[src/rtl/udp_rx_stream.sv]
`timescale 1ns/1ps
// ---------------------------------------------------------------------------
// udp_rx_stream
//
// Purpose
//   Receives Ethernet/IPv4/UDP frames on a 64-bit AXI-Stream input, checks
//   the 42-byte header (Ethernet 14 B, IPv4 20 B without options, UDP 8 B),
//   and forwards only the UDP payload on a 64-bit AXI-Stream output.
//   The output is realigned so that payload byte 0 lands in tdata[7:0].
//   Frames that fail the header check, and runts that end before the header
//   is complete, are discarded and counted.
//
// Ports
//   s00_axis_aclk       sole clock
//   s00_axis_aresetn    synchronous active-low reset
//   s00_axis_t*         input frame stream (byte 0 in [7:0]; tuser = frame
//                       error, sampled on the tlast beat)
//   m00_axis_t*         output payload stream (tuser only on the tlast beat)
//   cfg_dst_port        required UDP destination port (sampled at beat 4)
//   cfg_dst_ip          required IPv4 destination (sampled at beat 4, only
//                       used when UDP_RX_IP_FILTER_EN is defined)
//   good_pkt_cnt        frames forwarded (wraps)
//   drop_pkt_cnt        frames discarded (wraps)
//
// Build option
//   UDP_RX_IP_FILTER_EN  when defined, the IPv4 destination address must also
//                        match cfg_dst_ip; otherwise cfg_dst_ip is ignored.
// ---------------------------------------------------------------------------
module udp_rx_stream #(
    parameter int C_S00_AXIS_TDATA_WIDTH = 64,
    parameter int C_M00_AXIS_TDATA_WIDTH = 64
) (
    input  logic                                s00_axis_aclk,
    input  logic                                s00_axis_aresetn,
    input  logic [C_S00_AXIS_TDATA_WIDTH-1:0]   s00_axis_tdata,
    input  logic [C_S00_AXIS_TDATA_WIDTH/8-1:0] s00_axis_tkeep,
    input  logic                                s00_axis_tvalid,
    input  logic                                s00_axis_tlast,
    input  logic                                s00_axis_tuser,
    output logic                                s00_axis_tready,
    output logic [C_M00_AXIS_TDATA_WIDTH-1:0]   m00_axis_tdata,
    output logic [C_M00_AXIS_TDATA_WIDTH/8-1:0] m00_axis_tkeep,
    output logic                                m00_axis_tvalid,
    output logic                                m00_axis_tlast,
    output logic                                m00_axis_tuser,
    input  logic                                m00_axis_tready,
    input  logic [15:0]                         cfg_dst_port,
    input  logic [31:0]                         cfg_dst_ip,
    output logic [31:0]                         good_pkt_cnt,
    output logic [31:0]                         drop_pkt_cnt
);

    typedef enum logic [1:0] {
        ST_HDR     = 2'd0,
        ST_PAYLOAD = 2'd1,
        ST_FLUSH   = 2'd2,
        ST_DROP    = 2'd3
    } state_t;

    // ------------------------------------------------------------------
    // State
    // ------------------------------------------------------------------
    state_t       state_q,      state_d;
    logic [2:0]   beat_cnt_q,   beat_cnt_d;     // header beat index, HDR only
    logic         hdr_ok_q,     hdr_ok_d;       // running result of beat 1/2 checks
    logic [47:0]  residue_q,    residue_d;      // bytes 2-7 of previous beat
    logic [7:0]   flush_keep_q, flush_keep_d;   // keep of the trailing FLUSH beat
    logic         flush_user_q, flush_user_d;
    logic         m_valid_q,    m_valid_d;
    logic [63:0]  m_data_q,     m_data_d;
    logic [7:0]   m_keep_q,     m_keep_d;
    logic         m_last_q,     m_last_d;
    logic         m_user_q,     m_user_d;
    logic [31:0]  good_cnt_q,   good_cnt_d;
    logic [31:0]  drop_cnt_q,   drop_cnt_d;
`ifdef UDP_RX_IP_FILTER_EN
    logic [15:0]  ip_hi_q,      ip_hi_d;        // beat 3 bytes 6-7 (dst IP MSBs)
`endif

    // ------------------------------------------------------------------
    // Input view and handshake
    // ------------------------------------------------------------------
    logic [63:0] in_data;
    logic [7:0]  in_keep;
    logic        s_ready;
    logic        s_fire;
    logic        out_free;

    assign in_data  = s00_axis_tdata;
    assign in_keep  = s00_axis_tkeep;

    // The output register may take a new beat when it is empty or draining.
    assign out_free = !m_valid_q || m00_axis_tready;

    always_comb begin
        s_ready = 1'b0;
        case (state_q)
            // Beat 5 may emit a short final beat, so it must not overwrite a
            // beat of the previous frame still stalled in the output register.
            ST_HDR:     s_ready = (beat_cnt_q == 3'd5) ? out_free : 1'b1;
            ST_PAYLOAD: s_ready = out_free;
            ST_FLUSH:   s_ready = 1'b0;
            ST_DROP:    s_ready = 1'b1;
            default:    s_ready = 1'b0;
        endcase
    end

    assign s00_axis_tready = s00_axis_aresetn & s_ready;
    assign s_fire          = s00_axis_tvalid & s00_axis_tready;

    // ------------------------------------------------------------------
    // Header field checks (each valid only on its own header beat)
    // ------------------------------------------------------------------
    logic eth_ok;      // beat 1: ethertype 0x0800, IPv4 version/IHL 0x45
    logic proto_ok;    // beat 2: IP protocol UDP
    logic port_ok;     // beat 4: UDP destination port
    logic ip_ok;       // beat 4: IPv4 destination (optional)

    assign eth_ok   = (in_data[39:32] == 8'h08) && (in_data[47:40] == 8'h00) &&
                      (in_data[55:48] == 8'h45);
    assign proto_ok = (in_data[63:56] == 8'h11);
    assign port_ok  = ({in_data[39:32], in_data[47:40]} == cfg_dst_port);

`ifdef UDP_RX_IP_FILTER_EN
    assign ip_ok = ({ip_hi_q, in_data[7:0], in_data[15:8]} == cfg_dst_ip);
`else
    logic unused_cfg_ip;
    assign ip_ok         = 1'b1;
    assign unused_cfg_ip = ^cfg_dst_ip;
`endif

    // A tlast beat carrying fewer than 2 bytes at beat 5 still leaves the
    // header incomplete, so it is treated like any earlier runt.
    logic runt_end;
    assign runt_end = s00_axis_tlast &&
                      ((beat_cnt_q != 3'd5) || !in_keep[1]);

    // ------------------------------------------------------------------
    // Next-state logic; emits one candidate output beat via ld_*
    // ------------------------------------------------------------------
    logic        load;
    logic [63:0] ld_data;
    logic [7:0]  ld_keep;
    logic        ld_last;
    logic        ld_user;

    always_comb begin
        state_d      = state_q;
        beat_cnt_d   = beat_cnt_q;
        hdr_ok_d     = hdr_ok_q;
        residue_d    = residue_q;
        flush_keep_d = flush_keep_q;
        flush_user_d = flush_user_q;
        good_cnt_d   = good_cnt_q;
        drop_cnt_d   = drop_cnt_q;
`ifdef UDP_RX_IP_FILTER_EN
        ip_hi_d      = ip_hi_q;
`endif
        load         = 1'b0;
        ld_data      = 64'h0;
        ld_keep      = 8'h00;
        ld_last      = 1'b0;
        ld_user      = 1'b0;

        case (state_q)
            ST_HDR: begin
                if (s_fire) begin
                    if (runt_end) begin
                        drop_cnt_d = drop_cnt_q + 32'd1;
                        beat_cnt_d = 3'd0;
                    end else begin
                        case (beat_cnt_q)
                            3'd0: begin
                                hdr_ok_d   = 1'b1;
                                beat_cnt_d = 3'd1;
                            end
                            3'd1: begin
                                hdr_ok_d   = eth_ok;
                                beat_cnt_d = 3'd2;
                            end
                            3'd2: begin
                                hdr_ok_d   = hdr_ok_q & proto_ok;
                                beat_cnt_d = 3'd3;
                            end
                            3'd3: begin
`ifdef UDP_RX_IP_FILTER_EN
                                ip_hi_d    = {in_data[55:48], in_data[63:56]};
`endif
                                beat_cnt_d = 3'd4;
                            end
                            3'd4: begin
                                if (hdr_ok_q && port_ok && ip_ok) begin
                                    beat_cnt_d = 3'd5;
                                end else begin
                                    state_d    = ST_DROP;
                                    beat_cnt_d = 3'd0;
                                end
                            end
                            default: begin
                                // Beat 5: bytes 0-1 end the UDP header,
                                // bytes 2-7 are the first payload bytes.
                                residue_d  = in_data[63:16];
                                beat_cnt_d = 3'd0;
                                if (s00_axis_tlast) begin
                                    good_cnt_d = good_cnt_q + 32'd1;
                                    if (in_keep[2]) begin
                                        load    = 1'b1;
                                        ld_data = {16'h0, in_data[63:16]};
                                        ld_keep = {2'b00, in_keep[7:2]};
                                        ld_last = 1'b1;
                                        ld_user = s00_axis_tuser;
                                    end
                                end else begin
                                    state_d = ST_PAYLOAD;
                                end
                            end
                        endcase
                    end
                end
            end

            ST_PAYLOAD: begin
                if (s_fire) begin
                    load      = 1'b1;
                    ld_data   = {in_data[15:0], residue_q};
                    ld_keep   = 8'hFF;
                    residue_d = in_data[63:16];
                    if (s00_axis_tlast) begin
                        if (in_keep[2]) begin
                            // More than 2 bytes: the remainder needs a
                            // second beat, emitted from FLUSH.
                            state_d      = ST_FLUSH;
                            flush_keep_d = {2'b00, in_keep[7:2]};
                            flush_user_d = s00_axis_tuser;
                        end else begin
                            ld_keep    = {in_keep[1:0], 6'h3F};
                            ld_last    = 1'b1;
                            ld_user    = s00_axis_tuser;
                            good_cnt_d = good_cnt_q + 32'd1;
                            state_d    = ST_HDR;
                        end
                    end
                end
            end

            ST_FLUSH: begin
                if (out_free) begin
                    load       = 1'b1;
                    ld_data    = {16'h0, residue_q};
                    ld_keep    = flush_keep_q;
                    ld_last    = 1'b1;
                    ld_user    = flush_user_q;
                    good_cnt_d = good_cnt_q + 32'd1;
                    state_d    = ST_HDR;
                end
            end

            ST_DROP: begin
                if (s_fire && s00_axis_tlast) begin
                    drop_cnt_d = drop_cnt_q + 32'd1;
                    state_d    = ST_HDR;
                end
            end

            default: begin
                state_d    = ST_HDR;
                beat_cnt_d = 3'd0;
            end
        endcase
    end

    // ------------------------------------------------------------------
    // Output register: bytes outside tkeep are forced to zero so that the
    // stream content is fully deterministic.
    // ------------------------------------------------------------------
    logic [63:0] ld_mask;

    genvar gi;
    generate
        for (gi = 0; gi < 8; gi++) begin : g_byte_mask
            assign ld_mask[gi*8 +: 8] = {8{ld_keep[gi]}};
        end
    endgenerate

    always_comb begin
        m_valid_d = m_valid_q;
        m_data_d  = m_data_q;
        m_keep_d  = m_keep_q;
        m_last_d  = m_last_q;
        m_user_d  = m_user_q;
        if (out_free) begin
            m_valid_d = load;
            if (load) begin
                m_data_d = ld_data & ld_mask;
                m_keep_d = ld_keep;
                m_last_d = ld_last;
                m_user_d = ld_last & ld_user;
            end
        end
    end

    // ------------------------------------------------------------------
    // Registers
    // ------------------------------------------------------------------
    always_ff @(posedge s00_axis_aclk) begin
        if (!s00_axis_aresetn) begin
            state_q      <= ST_HDR;
            beat_cnt_q   <= 3'd0;
            hdr_ok_q     <= 1'b0;
            residue_q    <= 48'h0;
            flush_keep_q <= 8'h00;
            flush_user_q <= 1'b0;
            m_valid_q    <= 1'b0;
            m_data_q     <= 64'h0;
            m_keep_q     <= 8'h00;
            m_last_q     <= 1'b0;
            m_user_q     <= 1'b0;
            good_cnt_q   <= 32'h0;
            drop_cnt_q   <= 32'h0;
`ifdef UDP_RX_IP_FILTER_EN
            ip_hi_q      <= 16'h0;
`endif
        end else begin
            state_q      <= state_d;
            beat_cnt_q   <= beat_cnt_d;
            hdr_ok_q     <= hdr_ok_d;
            residue_q    <= residue_d;
            flush_keep_q <= flush_keep_d;
            flush_user_q <= flush_user_d;
            m_valid_q    <= m_valid_d;
            m_data_q     <= m_data_d;
            m_keep_q     <= m_keep_d;
            m_last_q     <= m_last_d;
            m_user_q     <= m_user_d;
            good_cnt_q   <= good_cnt_d;
            drop_cnt_q   <= drop_cnt_d;
`ifdef UDP_RX_IP_FILTER_EN
            ip_hi_q      <= ip_hi_d;
`endif
        end
    end

    assign m00_axis_tvalid = m_valid_q;
    assign m00_axis_tdata  = m_data_q;
    assign m00_axis_tkeep  = m_keep_q;
    assign m00_axis_tlast  = m_last_q;
    assign m00_axis_tuser  = m_user_q;
    assign good_pkt_cnt    = good_cnt_q;
    assign drop_pkt_cnt    = drop_cnt_q;

endmodule

[config.mk]
export PLATFORM = sky130hd
export DESIGN_NAME = udp_rx_stream
export DESIGN_NICKNAME = d
export VERILOG_FILES = /design/src/rtl/udp_rx_stream.sv
export SDC_FILE = /design/constraint.sdc
export NUM_CORES = 1
export LEC_CHECK = 0
export ABC_AREA = 1
export CAP_MARGIN = 20
export CORE_ASPECT_RATIO = 0.7
export CORE_UTILIZATION = 25
export CTS_BUF_LIST = sky130_fd_sc_hd__clkbuf_8
export DETAILED_ROUTE_END_ITERATION = 10
export PLACE_DENSITY = 0.45
export SYNTH_ARGS = -nofsm -noshare
export SYNTH_HDL_FRONTEND = slang
export SYNTH_SLANG_ARGS = --single-unit
[constraint.sdc]
create_clock -name s00_axis_aclk -period 5 [get_ports s00_axis_aclk]
set_input_delay 0.75 -clock s00_axis_aclk [delete_from_list [all_inputs] [get_ports s00_axis_aclk]]
set_output_delay 0.75 -clock s00_axis_aclk [all_outputs]
set_load 0.05 [all_outputs]
==> out/results.ini, run 1 <==
[floorplanning]
dieWidth_um = 242
core_um2 = 39700
die_area_um2 = 41100
rows = 61
die_height_um = 170
ioPinCount = 266
initial_utilization = 0.254

[critical_path]
cp_common_cell = nand2_1
crit_required_ns = 4.25
rrSetupSlack_ns = 2.23
worstSetupPathType = input port to output pin
rr_worst_depth = 12
reg2reg_to = good_pkt_cnt[29]
end_kind = output pin
crit_path_start_kind = input port
reg2reg_from = state_q[1]
path_max_fanout = 4
arrival_ns = 2.54
critPathMaxStageDelay_ns = 0.84
critical_path.n_buffers_inverters = 4
cp_cell_sequence = clkdlybuf4s50_1 -> inv_1 -> nand2_1 -> nor2_1 -> nand2_1 -> nand2_1 -> inv_1 -> clkdlybuf4s50_1
critPathTopFamily = buffers and inverters
critical_path.slowest_cell = clkdlybuf4s50_1

[route]
vias = 10300
first_iter_violations = 637
routedWlPerCell_um = 15.3
routed_wl_mm = 34.9
drt_first_pass_iters = 5
drc_errors = 0
viasPerCell = 4.51
antenna_left = 0

[synth]
syn_area_um2 = 10100
synth_area_leaders = dfxtp_1 40%, nand2_1 18%, a21oi_1 9.6%, o21ai_0 5.7%, inv_1 4.7%
seq_area_frac_synth = 0.398
synth_top_area_cell = dfxtp_1
ys_warn_count = 0
synth.distinct_cells = 35
synth_nets = 1658
netlist_instances = 1530
avgSynthCellArea_um2 = 6.58
ys_seq_elements = 200
yosysTopAreaCellShare = 0.398

[global_routing]
overflow = 0
grt_max_degree = 82
grt_pass1_wl_mm = 55.0
grt_pass1_vias = 9557
grt_usage = 0.169
antenna_found_initial = 1

[status]
outcome = completed

[place]
dp_hpwl_mm = 25.1
port_buffers = 233
pre_cts_slack_ns = 1.20
dp.cells = 2239
place.gp.congestion = 0.872

[clock_tree]
post-cts-setup-buffers = 0
clock_path_buffers = 2
cts_resized = 0
numClockSinks = 200
clk_latency_ns = 0.51
cts_tree = built
cts_inserted_buffers = 17
root_buffer = clkbuf_8
holdBufCountCts = 0
cts-htree-levels = 4
clk_pin_slew_ns = 0.12

[sta]
fin_crit_ns = 3.29
finalCritPeriodShare = 0.658
slew_viol_final = 0
fmax_ghz = 0.304
worst_slack_ns = 1.71
fin_setup_tns_ns = 0
worstMarginPinSlew_ns = 0.976
hold_viol_final = 0
setup_viol = 0
clock_skew_ns = 0.0310
rsz0062_at_grt = false
slew_headroom = 0.349

[worst_hold_path]
hold_path_end = flush_keep_q[0]
holdCritStartpoint = flush_keep_q[0]
min_path_type = flop to flop
hold_depth = 2

[power]
worst_ir_drop_vdd_v = 0.000148
power.share.clock = 0.403
power.leakage_nw = 4.70
intPower_mw = 2.18
swShare = 0.277
switching_power_mw = 0.833
powerDensity_nw_per_um2 = 226
power_frac_seq = 0.531
power_mw = 3.01
combPwrFrac = 0.066

[layout]
nets = 1852
syn_to_final_growth_pct = 32.2
fillers = 4385
final_cells = 2273
utilization = 0.335
drive_above_1_share = 0.0426

[run]
cap_violations = 0

[power by group through the flow]
stage | combinational [mW] | sequential [mW] | clock, mW
2_1_floorplan | 0.0817 | 1.64 | 0
3_5_place_dp | 0.202 | 1.63 | 0
3_3_place_gp | 0.201 | 1.63 | 0
4_1_cts | 0.203 | 1.60 | 1.28
5_1_grt | 0.220 | 1.60 | 1.33
6_report | 0.200 | 1.60 | 1.21
[cell families after synthesis]
| logic type | count (synthesis) | share of synthesized area |
|---|---|---|
| compound gates | 319 | 0.165 |
| xor+xnor | 49 | 0.0426 |
| fa+ha+maj | 2 | 0.00249 |
| buf+inv | 205 | 0.0840 |
| flops | 200 | 0.398 |
| simple gates | 755 | 0.308 |
[through the flow]
stage	hold WS [ns]	instance area, µm²
2_1_floorplan	0.431	10100
3_3_place_gp	0.446	12800
3_5_place_dp	0.453	12800
4_1_cts	0.474	13300
5_1_grt	0.489	13300
6_report	0.469	13300
[synth_stat cells]
cell        n
ha_1        2
o21bai_2    3
o211ai_1    1
nand3_1    66
nor3_1     36
nor2_2      3
a21oi_1   194
o21ai_0   114
inv_1     125
nor4_1      4
nand3_2     2
o21bai_4    2
nor2_1    125
o21ai_1     2
a22oi_1     1
dfxtp_1   200
xnor2_1    22
nor3b_1     1
inv_2      11
or2_2       1
nand3b_1    9
clkbuf_1   35
nor3_2      1
nand4_1    12
buf_6       2
a221oi_2    1
nor2_4      2
buf_4       9
a211oi_1    1
buf_2      22
nand2_2     2
xor2_1     27
buf_1       1
nand2_1   490
nand3_4     1
[routing by layer]
layer  GRT usage  up-vias  share of wire
met4      0.0316        0         0.0077
met3      0.0472       17          0.059
li1            -     5318              -
met2       0.239      222           0.40
met1       0.253     4693           0.53
met5           0        -              0
[layout make-up]
| type | count | area, µm² | share of cell area |
|---|---|---|---|
| Sequential cell | 200 | 4000 | 0.301 |
| Antenna cell | 1 | 2.50 | 0.000188 |
| Tap cell | 535 | 669 | 0.0503 |
| Clock inverter | 15 | 236 | 0.0178 |
| Multi-Input combinational cell | 1125 | 5240 | 0.393 |
| Inverter | 136 | 513 | 0.0385 |
| Timing Repair Buffer | 244 | 2420 | 0.182 |
| Clock buffer | 17 | 234 | 0.0176 |
[worst min-delay path, cell delays in order, from the launching register on]
cell,delay [ns]
dfxtp_1,0.32
inv_1,0.06
a21oi_1,0.06
[how the worst max path moves through the flow]
stage                             to             from  slack (ns)  cells past startpoint
finish               s00_axis_tready  m00_axis_tready        1.71                      8
global route         drop_pkt_cnt[6]   s00_axis_tlast        1.49                      9
CTS                  s00_axis_tready  m00_axis_tready        1.70                      8
detailed placement  good_pkt_cnt[10]   s00_axis_tlast        1.20                     11
global placement     good_pkt_cnt[3]   s00_axis_tlast        1.24                     11
floorplan            s00_axis_tready  m00_axis_tready        2.88                      6
[cell usage in the layout, fill, tap and decap left out, types with 2 or more instances in the layout]
cell / instances
a21oi_1: 194
buf_4: 10
bufinv_16: 2
clkbuf_8: 17
clkdlybuf4s50_1: 232
clkinv_8: 5
dfxtp_1: 200
ha_1: 2
inv_1: 125
inv_12: 2
inv_2: 10
inv_8: 4
nand2_1: 489
nand2_2: 3
nand3_1: 66
nand3_2: 2
nand3b_1: 9
nand4_1: 12
nor2_1: 125
nor2_2: 2
nor2_4: 3
nor3_1: 36
nor4_1: 4
o21ai_0: 114
o21ai_1: 2
o21bai_2: 3
o21bai_4: 2
xnor2_1: 22
xor2_1: 27
[sequential cells by signal, indices dropped and copies added (netlist names)]
name and flops:
m00_axis_tdata 64, good_pkt_cnt 32, state_q 2, residue_q 48
m00_axis_tvalid 1, flush_keep_q 6, flush_user_q 1, hdr_ok_q 1
m00_axis_tuser 1, beat_cnt_q 3, m00_axis_tkeep 8, m00_axis_tlast 1
drop_pkt_cnt 32
Note: power is estimated with default switching activity, not from simulation.
==> inputs of run 2 (changes only) <==
==> constraint.sdc (replaced) <==
create_clock -name s00_axis_aclk -period 3.3 [get_ports s00_axis_aclk]
set_input_delay 0.495 -clock s00_axis_aclk [delete_from_list [all_inputs] [get_ports s00_axis_aclk]]
set_output_delay 0.495 -clock s00_axis_aclk [all_outputs]
set_load 0.05 [all_outputs]
==> run 2 against run 1 <==
- clock skew fell by 0.011 ns
- utilization rose by 0.10 points
- setup slack got worse by 0.80 ns
- clock-buffer cell count rose by 1
==> out/results.ini, run 2 (synthesis gave the netlist of run 1 again) <==
[status]
outcome = completed  ; unchanged

[floorplanning]
dieWidth_um = 242  ; unchanged
core_um2 = 39700  ; unchanged
ioPinCount = 266  ; unchanged
die_height_um = 170  ; unchanged
die_area_um2 = 41100  ; unchanged
initial_utilization = 0.254  ; unchanged
rows = 61  ; unchanged

[clock_tree]
numClockSinks = 200  ; unchanged
holdBufCountCts = 0  ; unchanged
clk_pin_slew_ns = 0.11  ; was 0.12 ns
cts_resized = 0  ; unchanged
cts_tree = built  ; unchanged
clk_latency_ns = 0.51  ; about the same
cts-htree-levels = 4  ; unchanged
post-cts-setup-buffers = 0  ; unchanged
clock_path_buffers = 2  ; unchanged
root_buffer = clkbuf_8  ; unchanged
cts_inserted_buffers = 17  ; unchanged

[critical_path]
arrival_ns = 1.89  ; was 2.54 ns
critical_path.n_buffers_inverters = 1  ; was 4
worstSetupStartpoint = drop_pkt_cnt[3]  ; was m00_axis_tready
crit_required_ns = 2.80  ; was 4.25 ns
critPathMaxStageDelay_ns = 0.93  ; was 0.84 ns
worstSetupPathType = flop to output pin  ; was input port to output pin
path_max_fanout = 6  ; was 4
critical_path.slowest_cell = clkdlybuf4s50_1  ; unchanged
critPathTopFamily = buffers and inverters  ; unchanged
end_kind = output pin  ; unchanged
cp_cell_sequence = clkdlybuf4s50_1  ; was clkdlybuf4s50_1 -> inv_1 -> nand2_1 -> nor2_1 -> nand2_1 -> nand2_1 -> inv_1 -> clkdlybuf4s50_1
crit_path_start_kind = flop  ; was input port
reg2reg_from = beat_cnt_q[2]  ; was state_q[1]

[sta]
fmax_ghz = 0.419
slew_headroom = 0.323  ; was 0.349
setup_viol = 0  ; unchanged
hold_viol_final = 0  ; unchanged
worstMarginPinSlew_ns = 1.02  ; was 0.976 ns
clock_skew_ns = 0.0198  ; was 0.0310 ns
fin_setup_tns_ns = 0  ; unchanged
slew_viol_final = 0  ; unchanged
rsz0062_at_grt = false  ; unchanged
finalCritPeriodShare = 0.723
fin_crit_ns = 2.38

[global_routing]
grt_usage = 0.170  ; was 0.169
grt_max_degree = 96  ; was 82
overflow = 0  ; unchanged
grt_pass1_wl_mm = 55.4  ; was 55.0 mm
grt_pass1_vias = 9873  ; was 9557
antenna_found_initial = 1  ; unchanged

[run]
cap_violations = 0  ; unchanged

[route]
drc_errors = 0  ; unchanged
vias = 10300  ; about the same
drt_first_pass_iters = 5  ; unchanged
viasPerCell = 4.51  ; about the same
first_iter_violations = 500  ; was 637
antenna_left = 0  ; unchanged
routedWlPerCell_um = 15.3  ; about the same
routed_wl_mm = 34.8  ; was 34.9 mm

[worst_hold_path]
holdCritStartpoint = flush_keep_q[0]  ; unchanged
min_path_type = flop to flop  ; unchanged

[power]
power.leakage_nw = 4.72  ; was 4.70 nW
power_mw = 4.42  ; was 3.01 mW
worst_ir_drop_vdd_v = 0.000257  ; was 0.000148 V
powerDensity_nw_per_um2 = 331  ; was 226 nW/µm²

[place]
port_buffers = 233  ; unchanged
dp_hpwl_mm = 24.7  ; was 25.1 mm
place.gp.congestion = 0.908  ; was 0.872

[layout]
layout_common_cells = 489 x nand2_1, 231 x clkdlybuf4s50_1, 200 x dfxtp_1, 194 x a21oi_1  ; was 489 x nand2_1, 232 x clkdlybuf4s50_1, 200 x dfxtp_1, 194 x a21oi_1
largest_register_ffs = 64  ; unchanged
nets = 1858  ; was 1852
fillers = 4389  ; was 4385
syn_to_final_growth_pct = 32.6  ; was 32.2%
drive_above_1_share = 0.0465  ; was 0.0426
final_common_cell = nand2_1  ; unchanged

-- run 2: cell count changes in the layout (fill, tap and decap cells not counted), sizes merged --
cell / delta
clkdlybuf4s50: -1
clkinvlp: +2
buf: +7
clkinv: +1
bufinv: -2
clkbuf: +1
inv: -2
-- run 2: cell type report --
class / instances / area (µm²) / share of cell area
diodes: 1 / 2.50 / 0.000187
clock buffers: 18 / 248 / 0.0186
clock inverters: 14 / 178 / 0.0133
inverters: 136 / 513 / 0.0384
multi-input cells: 1125 / 5240 / 0.392
flip-flops and latches: 200 / 4000 / 0.300
well taps: 535 / 669 / 0.0501
repair buffers: 250 / 2500 / 0.187
-- run 2: through the flow --
step | util | instance area (µm²) | worst slack [ns] | hold slack (ns) | std cells
2_1_floorplan | - | 10100 | 1.32 | 0.431 | 1530
3_3_place_gp | 0.326 | 12900 | 0.477 | 0.442 | 2246
3_5_place_dp | 0.326 | 12900 | 0.445 | 0.449 | 2246
4_1_cts | 0.336 | 13300 | 0.813 | 0.465 | 2278
5_1_grt | 0.336 | 13400 | 0.793 | 0.490 | 2279
6_report | 0.336 | 13400 | 0.916 | 0.461 | 2279
-- run 2: metal layers --
| metal | up-vias | routed length [µm] | track usage |
|---|---|---|---|
| li1 | 5329 | - | - |
| met1 | 4702 | 18400 | 0.252 |
| met2 | 237 | 14200 | 0.245 |
| met3 | 9 | 2050 | 0.0451 |
| met4 | 0 | 179 | 0.0330 |
| met5 | - | 0 | 0 |
-- run 2: worst register-to-register path: stages (launching register included) --
cell     delay [ns]
dfxtp_1        0.50
nand4_1        0.23
nor2_1         0.27
nand3_4        0.40
buf_4          0.39
o21ai_0        0.20
nand2_1        0.08
a21oi_1        0.14
-- run 2: final timing paths --
path,endpoint,slack [ns],depth (start not counted)
setup / recovery,drop_pkt_cnt[3],0.92,1
setup reg to reg,m00_axis_tdata[17],1.03,7
hold reg to reg,flush_keep_q[0],0.46,2
hold / removal,flush_keep_q[0],0.46,2
-- run 2: report_power, final --
group / internal (mW) / total [mW] / switching (mW) / leakage, nW
Combinational: 0.139 / 0.308 / 0.170 / 2.90
Sequential: 2.42 / 2.42 / 0.00359 / 1.61
Clock: 0.604 / 1.69 / 1.09 / 0.204
==> inputs of run 3 (changes only) <==
==> constraint.sdc (replaced) <==
create_clock -name s00_axis_aclk -period 2.4 [get_ports s00_axis_aclk]
set_input_delay 0.36 -clock s00_axis_aclk [delete_from_list [all_inputs] [get_ports s00_axis_aclk]]
set_output_delay 0.36 -clock s00_axis_aclk [all_outputs]
set_load 0.05 [all_outputs]
==> run 3 against run 2 <==
- non-clock buffer count increased by 18
- setup slack got worse by 0.76 ns
- power increased by 38%
==> out/results.ini, run 3 (synthesis gave the netlist of run 1 again) <==
[sta]
hold_viol_final = 0  ; unchanged
slew_headroom = 0.525  ; was 0.323
rsz0062_at_grt = false  ; unchanged
worstMarginPinSlew_ns = 0.712  ; was 1.02 ns
fin_crit_ns = 2.25
clock_skew_ns = 0.0234  ; was 0.0198 ns
slew_viol_final = 0  ; unchanged
fmax_ghz = 0.445
fin_setup_tns_ns = 0  ; unchanged
setup_viol = 0  ; unchanged
whs_ns = 0.407  ; was 0.461 ns
finalCritPeriodShare = 0.936

[global_routing]
antenna_found_initial = 1  ; unchanged
overflow = 0  ; unchanged
grt_pass1_wl_mm = 55.5  ; was 55.4 mm
grt_pass1_vias = 9663  ; was 9873
grt_max_degree = 140  ; was 96
grt_usage = 0.171  ; was 0.170

[layout]
largest_register_ffs = 64  ; unchanged
syn_to_final_growth_pct = 35.3  ; was 32.6%
nets = 1876  ; was 1858
drive_above_1_share = 0.0568  ; was 0.0465
fin_area_um2 = 13600  ; was 13400 µm²
layout_common_cells = 489 x nand2_1, 230 x clkdlybuf4s50_1, 200 x dfxtp_1, 194 x a21oi_1  ; was 489 x nand2_1, 231 x clkdlybuf4s50_1, 200 x dfxtp_1, 194 x a21oi_1
final_common_cell = nand2_1  ; unchanged

[worst_hold_path]
min_path_type = input port to flop  ; was flop to flop
hold_depth = 3  ; was 2
holdCritStartpoint = s00_axis_tdata[22]  ; was flush_keep_q[0]
hold_path_end = residue_q[6]  ; was flush_keep_q[0]

[critical_path]
reg2reg_from = beat_cnt_q[2]  ; unchanged
path_depth = 1  ; unchanged
rr_worst_depth = 9  ; was 7
crit_path_start_kind = flop  ; unchanged
critPathTopFamily = buffers and inverters  ; unchanged
reg2reg_to = residue_q[35]  ; was m00_axis_tdata[17]
end_kind = output pin  ; unchanged
arrival_ns = 1.89  ; about the same
crit_required_ns = 2.04  ; was 2.80 ns
critPathMaxStageDelay_ns = 0.87  ; was 0.93 ns
cp_cell_sequence = clkdlybuf4s50_1  ; unchanged
rrSetupSlack_ns = 0.34  ; was 1.03 ns
critical_path.slowest_cell = clkdlybuf4s50_1  ; unchanged
critical_path.n_buffers_inverters = 1  ; unchanged
worstSetupStartpoint = drop_pkt_cnt[9]  ; was drop_pkt_cnt[3]
worstSetupPathType = flop to output pin  ; unchanged
path_max_fanout = 5  ; was 6

[route]
routedWlPerCell_um = 15.3  ; about the same
vias = 10300  ; about the same
viasPerCell = 4.51  ; about the same
first_iter_violations = 678  ; was 500
routed_wl_mm = 35.0  ; was 34.8 mm
antenna_left = 0  ; unchanged
drt_first_pass_iters = 5  ; unchanged
drc_errors = 0  ; unchanged

[floorplanning]
core_um2 = 39700  ; unchanged
rows = 61  ; unchanged
initial_utilization = 0.254  ; unchanged
die_height_um = 170  ; unchanged
ioPinCount = 266  ; unchanged
dieWidth_um = 242  ; unchanged
die_area_um2 = 41100  ; unchanged

[status]
outcome = completed  ; unchanged

[power]
switching_power_mw = 1.78  ; was 1.26 mW
power_frac_seq = 0.543  ; was 0.547
combPwrFrac = 0.071  ; was 0.070
worst_ir_drop_vdd_v = 0.000421  ; was 0.000257 V
power.share.clock = 0.385  ; was 0.383
intPower_mw = 4.34  ; was 3.16 mW
power.leakage_nw = 4.85  ; was 4.72 nW
powerDensity_nw_per_um2 = 450  ; was 331 nW/µm²
swShare = 0.291  ; was 0.286

[run]
cap_violations = 0  ; unchanged

[clock_tree]
clk_latency_ns = 0.50  ; was 0.51 ns
cts-htree-levels = 4  ; unchanged
root_buffer = clkbuf_8  ; unchanged
cts_resized = 0  ; unchanged
cts_inserted_buffers = 17  ; unchanged
post-cts-setup-buffers = 0  ; unchanged
cts_tree = built  ; unchanged
numClockSinks = 200  ; unchanged
clk_pin_slew_ns = 0.13  ; was 0.11 ns
clock_path_buffers = 2  ; unchanged
holdBufCountCts = 0  ; unchanged

[place]
place.gp.congestion = 0.875  ; was 0.908
dp_hpwl_mm = 25.1  ; was 24.7 mm
port_buffers = 233  ; unchanged
place_area_um2 = 13200  ; was 12900 µm²

==> run 3: final cells by class <==
class | instances | area (µm²)
clock inverters | 15 | 188
repair buffers | 268 | 2770
clock buffers | 17 | 234
diodes | 1 | 2.50
well taps | 535 | 669
flip-flops and latches | 200 | 4000
multi-input cells | 1125 | 5240
inverters | 136 | 513
fillers | 4367 | 26100
==> run 3: how the worst max path moves through the flow <==
stage	slack (ns)	end
global route	0.04	good_pkt_cnt[0]
global placement	0.02	residue_q[25]
floorplan	0.42	good_pkt_cnt[10]
finish	0.15	drop_pkt_cnt[9]
detailed placement	0.02	m00_axis_tdata[25]
CTS	0.11	good_pkt_cnt[0]
==> run 3: power groups by stage <==
stage | combinational, mW | sequential [mW] | clock (mW)
6_report | 0.438 | 3.33 | 2.36
5_1_grt | 0.478 | 3.33 | 2.60
4_1_cts | 0.442 | 3.33 | 2.47
3_5_place_dp | 0.440 | 3.40 | 0
3_3_place_gp | 0.440 | 3.40 | 0
2_1_floorplan | 0.170 | 3.41 | 0
==> run 3: through the flow <==
step                worst slack (ns)  total power [mW]   util  cells
finish                         0.153              6.12  0.343   2297
global route                  0.0442              6.41  0.343   2297
CTS                            0.114              6.24  0.343   2296
detailed placement            0.0198              3.84  0.332   2264
global placement              0.0159              3.84  0.332   2264
floorplan                      0.416              3.58      -   1530
==> run 3: metal layers <==
layer | global-route usage | wire length [µm] | vias to the layer above
li1 | - | - | 5359
met1 | 0.257 | 18700 | 4750
met2 | 0.241 | 14100 | 226
met3 | 0.0465 | 2070 | 14
met4 | 0.0300 | 227 | 0
met5 | 0 | 0 | -
